`src/rtl/decoder_mul_pkg.sv`:
```
// Shared widths and minterm masks for the decoder-style 2x2 unsigned multiplier.
// Bit k of a mask is set when minterm k contributes to that product bit.
package decoder_mul_pkg;

  localparam int IN_W   = 4;
  localparam int DEC_W  = 16;
  localparam int PROD_W = 4;

  localparam logic [DEC_W-1:0] MASK_F0 = 16'hA0A0;
  localparam logic [DEC_W-1:0] MASK_F1 = 16'h6AC0;
  localparam logic [DEC_W-1:0] MASK_F2 = 16'h4C00;
  localparam logic [DEC_W-1:0] MASK_F3 = 16'h8000;

  // Indexed by product bit: PROD_MASKS[k] selects the minterms of f<k>.
  localparam logic [PROD_W-1:0][DEC_W-1:0] PROD_MASKS =
    {MASK_F3, MASK_F2, MASK_F1, MASK_F0};

endpackage

```
`src/rtl/decoder_mul2x2_if.sv`:
```
// Operand/product bundle for decoder_mul2x2; dec_err exists only when
// DECODER_MUL_ONEHOT_CHECK_EN is defined.
interface decoder_mul2x2_if;
  logic a;
  logic b;
  logic c;
  logic d;
  logic f0;
  logic f1;
  logic f2;
  logic f3;
`ifdef DECODER_MUL_ONEHOT_CHECK_EN
  logic dec_err;
`endif

  modport master (
    output a, b, c, d,
    input  f0, f1, f2, f3
`ifdef DECODER_MUL_ONEHOT_CHECK_EN
    , input dec_err
`endif
  );

  modport slave (
    input  a, b, c, d,
    output f0, f1, f2, f3
`ifdef DECODER_MUL_ONEHOT_CHECK_EN
    , output dec_err
`endif
  );
endinterface

```
`src/rtl/decoder_mul2x2_dec4to16.sv`:
```
// Combinational 4-to-16 one-hot decoder: onehot = 1 << sel.
module dec4to16
  import decoder_mul_pkg::*;
(
  input  logic [IN_W-1:0]  sel,
  output logic [DEC_W-1:0] onehot
);

  assign onehot = {{(DEC_W-1){1'b0}}, 1'b1} << sel;

endmodule

```
`src/rtl/decoder_mul2x2.sv`:
```
// Registered 2x2 unsigned multiplier: decode {a,b,c,d} to minterms, OR through masks.
// Optional one-hot sanity flop dec_err under DECODER_MUL_ONEHOT_CHECK_EN.
module decoder_mul2x2
  import decoder_mul_pkg::*;
(
  input  logic            clk,
  input  logic            rst,
  decoder_mul2x2_if.slave bus
);

  logic [IN_W-1:0]   sel;
  logic [DEC_W-1:0]  onehot;
  logic [PROD_W-1:0] prod_d;
  logic [PROD_W-1:0] prod_q;

  assign sel = {bus.a, bus.b, bus.c, bus.d};

  dec4to16 u_dec (
    .sel    (sel),
    .onehot (onehot)
  );

  generate
    for (genvar gi = 0; gi < PROD_W; gi++) begin : g_prod
      assign prod_d[gi] = |(onehot & PROD_MASKS[gi]);
    end
  endgenerate

  always_ff @(posedge clk) begin
    if (rst) begin
      prod_q <= '0;
    end else begin
      prod_q <= prod_d;
    end
  end

  assign bus.f0 = prod_q[0];
  assign bus.f1 = prod_q[1];
  assign bus.f2 = prod_q[2];
  assign bus.f3 = prod_q[3];

`ifdef DECODER_MUL_ONEHOT_CHECK_EN
  logic dec_err_d;
  logic dec_err_q;

  // x & (x-1) clears the lowest set bit, so it is zero only for 0 or one-hot.
  assign dec_err_d = (onehot == '0) || ((onehot & (onehot - 1'b1)) != '0);

  always_ff @(posedge clk) begin
    if (rst) begin
      dec_err_q <= 1'b0;
    end else begin
      dec_err_q <= dec_err_d;
    end
  end

  assign bus.dec_err = dec_err_q;
`endif

endmodule

```
`src/flat_wrapper.sv`:
```
// flat-port wrapper written by rule: the top's interface ports become plain ports
module decoder_mul2x2_flat import decoder_mul_pkg::*;
  (clk, rst, bus_a, bus_b, bus_c, bus_d, bus_f0, bus_f1, bus_f2, bus_f3);
  decoder_mul2x2_if bus_i ();
  input  logic clk;
  input  logic rst;
  input wire logic [$bits(bus_i.a)-1:0] bus_a;
  input wire logic [$bits(bus_i.b)-1:0] bus_b;
  input wire logic [$bits(bus_i.c)-1:0] bus_c;
  input wire logic [$bits(bus_i.d)-1:0] bus_d;
  output wire logic [$bits(bus_i.f0)-1:0] bus_f0;
  output wire logic [$bits(bus_i.f1)-1:0] bus_f1;
  output wire logic [$bits(bus_i.f2)-1:0] bus_f2;
  output wire logic [$bits(bus_i.f3)-1:0] bus_f3;
  assign bus_i.a = bus_a;
  assign bus_i.b = bus_b;
  assign bus_i.c = bus_c;
  assign bus_i.d = bus_d;
  assign bus_f0 = bus_i.f0;
  assign bus_f1 = bus_i.f1;
  assign bus_f2 = bus_i.f2;
  assign bus_f3 = bus_i.f3;
  decoder_mul2x2 u_core (.clk(clk), .rst(rst), .bus(bus_i));
endmodule
```
`config.mk`:
```
export PLATFORM = sky130hd
export DESIGN_NAME = decoder_mul2x2_flat
export DESIGN_NICKNAME = d
export VERILOG_FILES = /design/src/rtl/decoder_mul_pkg.sv /design/src/rtl/decoder_mul2x2_if.sv /design/src/rtl/decoder_mul2x2_dec4to16.sv /design/src/rtl/decoder_mul2x2.sv /design/src/flat_wrapper.sv
export SDC_FILE = /design/constraint.sdc
export NUM_CORES = 1
export LEC_CHECK = 0
export BUFFER_PORTS_ARGS = -buffer_cell sky130_fd_sc_hd__buf_2
export CAP_MARGIN = 40
export CORE_AREA = 2 2 39 41
export DETAILED_ROUTE_END_ITERATION = 16
export DIE_AREA = 0 0 41 43
export PLACE_DENSITY = 0.3
export SLEW_MARGIN = 20
export SYNTH_ARGS = -nofsm -noshare
export SYNTH_HDL_FRONTEND = slang
export SYNTH_SLANG_ARGS = --single-unit
```
`constraint.sdc`:
```
create_clock -name clk -period 0.8 [get_ports clk]
set_input_delay 0.08 -clock clk [delete_from_list [all_inputs] [get_ports clk]]
set_output_delay 0.08 -clock clk [all_outputs]
set_load 0.05 [all_outputs]
```
; Yosys cells after proc, flatten, opt, wreduce, memory -nomap -nowiden
; Index checks and enable logic that the tools add are counted.
[word_totals]
regBits = 4
output_inout_bits = 4
inputBits = 6
wordCells = 5
[op_classes]
shift = 1
n_reduce_logical = 3
[ops]
columns = op, count
row1 = $shl A1 B4 Y16 const A, 1
row2 = $reduce_or A6 Y1, 1
row3 = $reduce_or A4 Y1, 1
row4 = $reduce_or A3 Y1, 1

; Logic depth before layout (Yosys ltp)
[depth]
word_depth = 2
depth_mapped = 3
depth_no_buf = 3

; Cells and area by module
; A second synthesis with hierarchy kept.
[hier_totals]
hier_cells = 32
hier_area_um2 = 345.3
[modules_own_cells]
columns = mod, cells_per_inst, seq_area_each_um2, area_each_um2, instances
row1 = dec4to16, 20, 0.0, 226.5, 1
row2 = decoder_mul2x2, 12, 80.1, 118.9, 1

; Worst setup path before layout
; No wires, ideal clock.
[synth_path]
path_type = register -> output
start = register u_core.prod_q[0]
end = output port bus_f0
t_arrival_ns = 0.587
setup_slack_ns = 0.133
t_required_ns = 0.720
stages_incl_launch_ff = 1
path_buffers = 0
path_cell_list = dfxtp_1
[synth_lines]
columns = item, line
row1 = from (decl), decoder_mul2x2.sv:14  ; logic [PROD_W-1:0] prod_q;
row2 = from (signal assigned), decoder_mul2x2.sv:33  ; prod_q <= prod_d;
row3 = to (decl), flat_wrapper.sv:11  ; output wire logic [$bits(bus_i.f0)-1:0] bus_f0;
; No word-level cell between the ends.

; Worst setup path after layout
[layout_path]
start = register u_core.prod_q[1]
end = output port bus_f1
[layout_lines]
columns = item, line
row1 = to (decl), flat_wrapper.sv:12  ; output wire logic [$bits(bus_i.f1)-1:0] bus_f1;
; No word-level cell between the ends.

==> results.json <==
{
  "power_mw": 0.5399,
  "start_util_pct": 8.951,
  "grt_pass1_wl_um": 400,
  "syn-cell-area_um2": 123.9,
  "vias_per_cell": 3.024,
  "placedCellCount": 38,
  "overflow": 0,
  "syn_inst": 13,
  "slew_violations": 0,
  "setup_violations": 0,
  "setup.worst_path.start_class": "register",
  "required_ps": 720,
  "synth_edf_count": 0,
  "grt_use_total_pct": 4.317,
  "vias": 124,
  "met1_length_um": 131,
  "maxCapViolCount": 0,
  "finalInstanceArea_um2": 241.5,
  "die_w_um": 41,
  "grt_antenna_before_repair": 0,
  "clock_path_buffers": 2,
  "peakVddDrop_mv": 0.2854,
  "cts_buffers": 3,
  "hold_end": "u_core.prod_q[0]",
  "max_slew_margin_pct": 91.50,
  "power_density_nw_per_um2": 2236,
  "drt-wirelength-per-cell_um": 6.976,
  "grt_pass1_vias": 110,
  "remaining_drc_errors": 0,
  "post-route-util_pct": 17.45,
  "slowest_delay_ps": 310,
  "fin_ws_ps": 28.27,
  "drtIter0Drc": 1,
  "min_from": "rst",
  "fin_cells": 41,
  "num_rows": 14,
  "worst-path-stages": 1,
  "multi_input_area_um2": 43.79,
  "die_area_um2": 1763,
  "synth.distinct_cells": 6,
  "path_delay_family": "flip-flops",
  "tns_ps": 0,
  "cp_slowest_cell": "dfxtp_2",
  "sw_frac_of_total_pct": 23.99,
  "critical_path_class": "reg2out",
  "whs_path_depth": 2,
  "power_leakage_nw": 0.1104,
  "pin_count": 10,
  "cts_tree": "done",
  "yosys-top-cells-area": "dfxtp_1 65%, nand2_1 9.1%, nor2_1 9.1%, xnor2_1 7.1%, nand3b_1 6.1%",
  "root_buffer": "clkbuf_4",
  "yosysTopAreaCell": "dfxtp_1",
  "period_share_pct": 96.47,
  "cts_hold_buf": 0,
  "ys.flop_type": "dfxtp_1",
  "synth.avg_cell_area_um2": 9.528,
  "p_sw_mw": 0.1295,
  "synthTopCellsByCount": "4 x dfxtp_1, 3 x nand2_1, 3 x nor2_1",
  "cp_max_fo": 1,
  "syn_to_final_growth_pct": 94.95,
  "top_register": "u_core.prod_q",
  "internal_power_mw": 0.4104,
  "hold_class": "in2reg",
  "synth_top_area_share_pct": 64.65,
  "yosysMostFrequentCell": "dfxtp_1",
  "dpl_cell_area_um2": 188.9,
  "highest_layer": "met4",
  "path_buf_inv": 1,
  "globalplace.congestion": 0.6382,
  "cts_sinks": 4,
  "grt_max_degree": 4,
  "die_y_um": 43,
  "antenna_left": 0,
  "status": "complete, no violations",
  "fmax_mhz": 1296,
  "synth.net_count": 19,
  "cp_cell_sequence": "buf_6",
  "coreArea_um2": 1384,
  "wl_met3_um": 51,
  "synth_seq_cells": 4,
  "fillerInstances": 160,
  "seq_area_um2": 85.08,
  "seq_power_share_pct": 39.7,
  "holdWs_ps": 32.72,
  "worstMarginPinSlew_ps": 126.6,
  "largest_reg_flops": 4,
  "layout.nets": 33,
  "async_reset_ff_share_pct": 0,
  "first_pass_iters": 2,
  "htreeDepth": 1,
  "antenna-diode-count": 0,
  "routed_wl_um": 286,
  "final_hold_viol_count": 0,
  "power_frac_clock_pct": 45.5,
  "hpwl_um": 227.7,
  "min_period_ps": 771.7,
  "ys_seq_area_share_pct": 64.65,
  "critPathArrivalTime_ps": 690,
  "dr_wl_met2_um": 85,
  "final_layout_size_suffix_gt1_share_pct": 64.00,
  "preCtsSetupSlack_ps": 175.3,
  "port_buffers": 9,
  "reg.largest.list": "u_core.prod_q: 4 flops",
  "cts_setup_buffers": 0,
  "synth_warnings": 0,
  "endpoint_kind": "primary output",
  "rsz0062_at_grt": "false",
  "clk_pin_slew_ps": 40,
  "combPwrFrac_pct": 14.9
}
## layer usage
metal	GRT usage, %	up-vias
met5	0	-
met4	10.00	0
met3	1.571	2
met2	3.125	12
met1	4.823	45
li1	-	65
## how the worst max path moves through the flow
stage / slack (ps) / from / to
floorplan: 130 / u_core.prod_q[0] / bus_f0
global placement: 190 / u_core.prod_q[0] / bus_f0
detailed placement: 180 / u_core.prod_q[1] / bus_f1
CTS: 4 / u_core.prod_q[3] / bus_f3
global route: 6 / u_core.prod_q[1] / bus_f1
finish: 30 / u_core.prod_q[1] / bus_f1
## power groups by stage
stage / clock (mW) / sequential (mW) / combinational, mW
final: 0.246 / 0.214 / 0.0802
after global routing: 0.270 / 0.214 / 0.0856
after CTS: 0.262 / 0.214 / 0.0806
after detailed placement: 0 / 0.214 / 0.0706
after global placement: 0 / 0.213 / 0.0693
after floorplan: 0 / 0.244 / 0.0139
## cells by family (layout without fill, tap and decap cells)
family                    Yosys count  in the layout  synth area share, %
DFF                                 4              4                64.65
and+or+nand+nor                     7              7                24.24
buffers and inverters               0             12                    0
AOI/OAI and AO/OA                   1              1                4.037
xor gates and xnor gates            1              1                7.072
## placed cells by master (no fill, tap or decap)
| cell | n |
|---|---|
| dfxtp_2 | 4 |
| xnor2_1 | 1 |
| buf_6 | 4 |
| clkbuf_4 | 3 |
| buf_2 | 5 |
| nor2_1 | 3 |
| nand3b_1 | 1 |
| nand2_1 | 3 |
| a21oi_1 | 1 |
## repair_timing
action | in CTS | in global routing
endpoints found under the setup margin | 4 | 3
resized for setup | 9 | 3
pin swaps | 0 | 0
cloned | 0 | 0
## final cells by class
cell class              count  area share [%]
repair buffers              9           29.02
flip-flops and latches      4           35.23
clock buffers               3           9.326
multi-input cells           9           18.13
well taps                  16           8.290
Note: power is estimated with default switching activity, not from simulation.
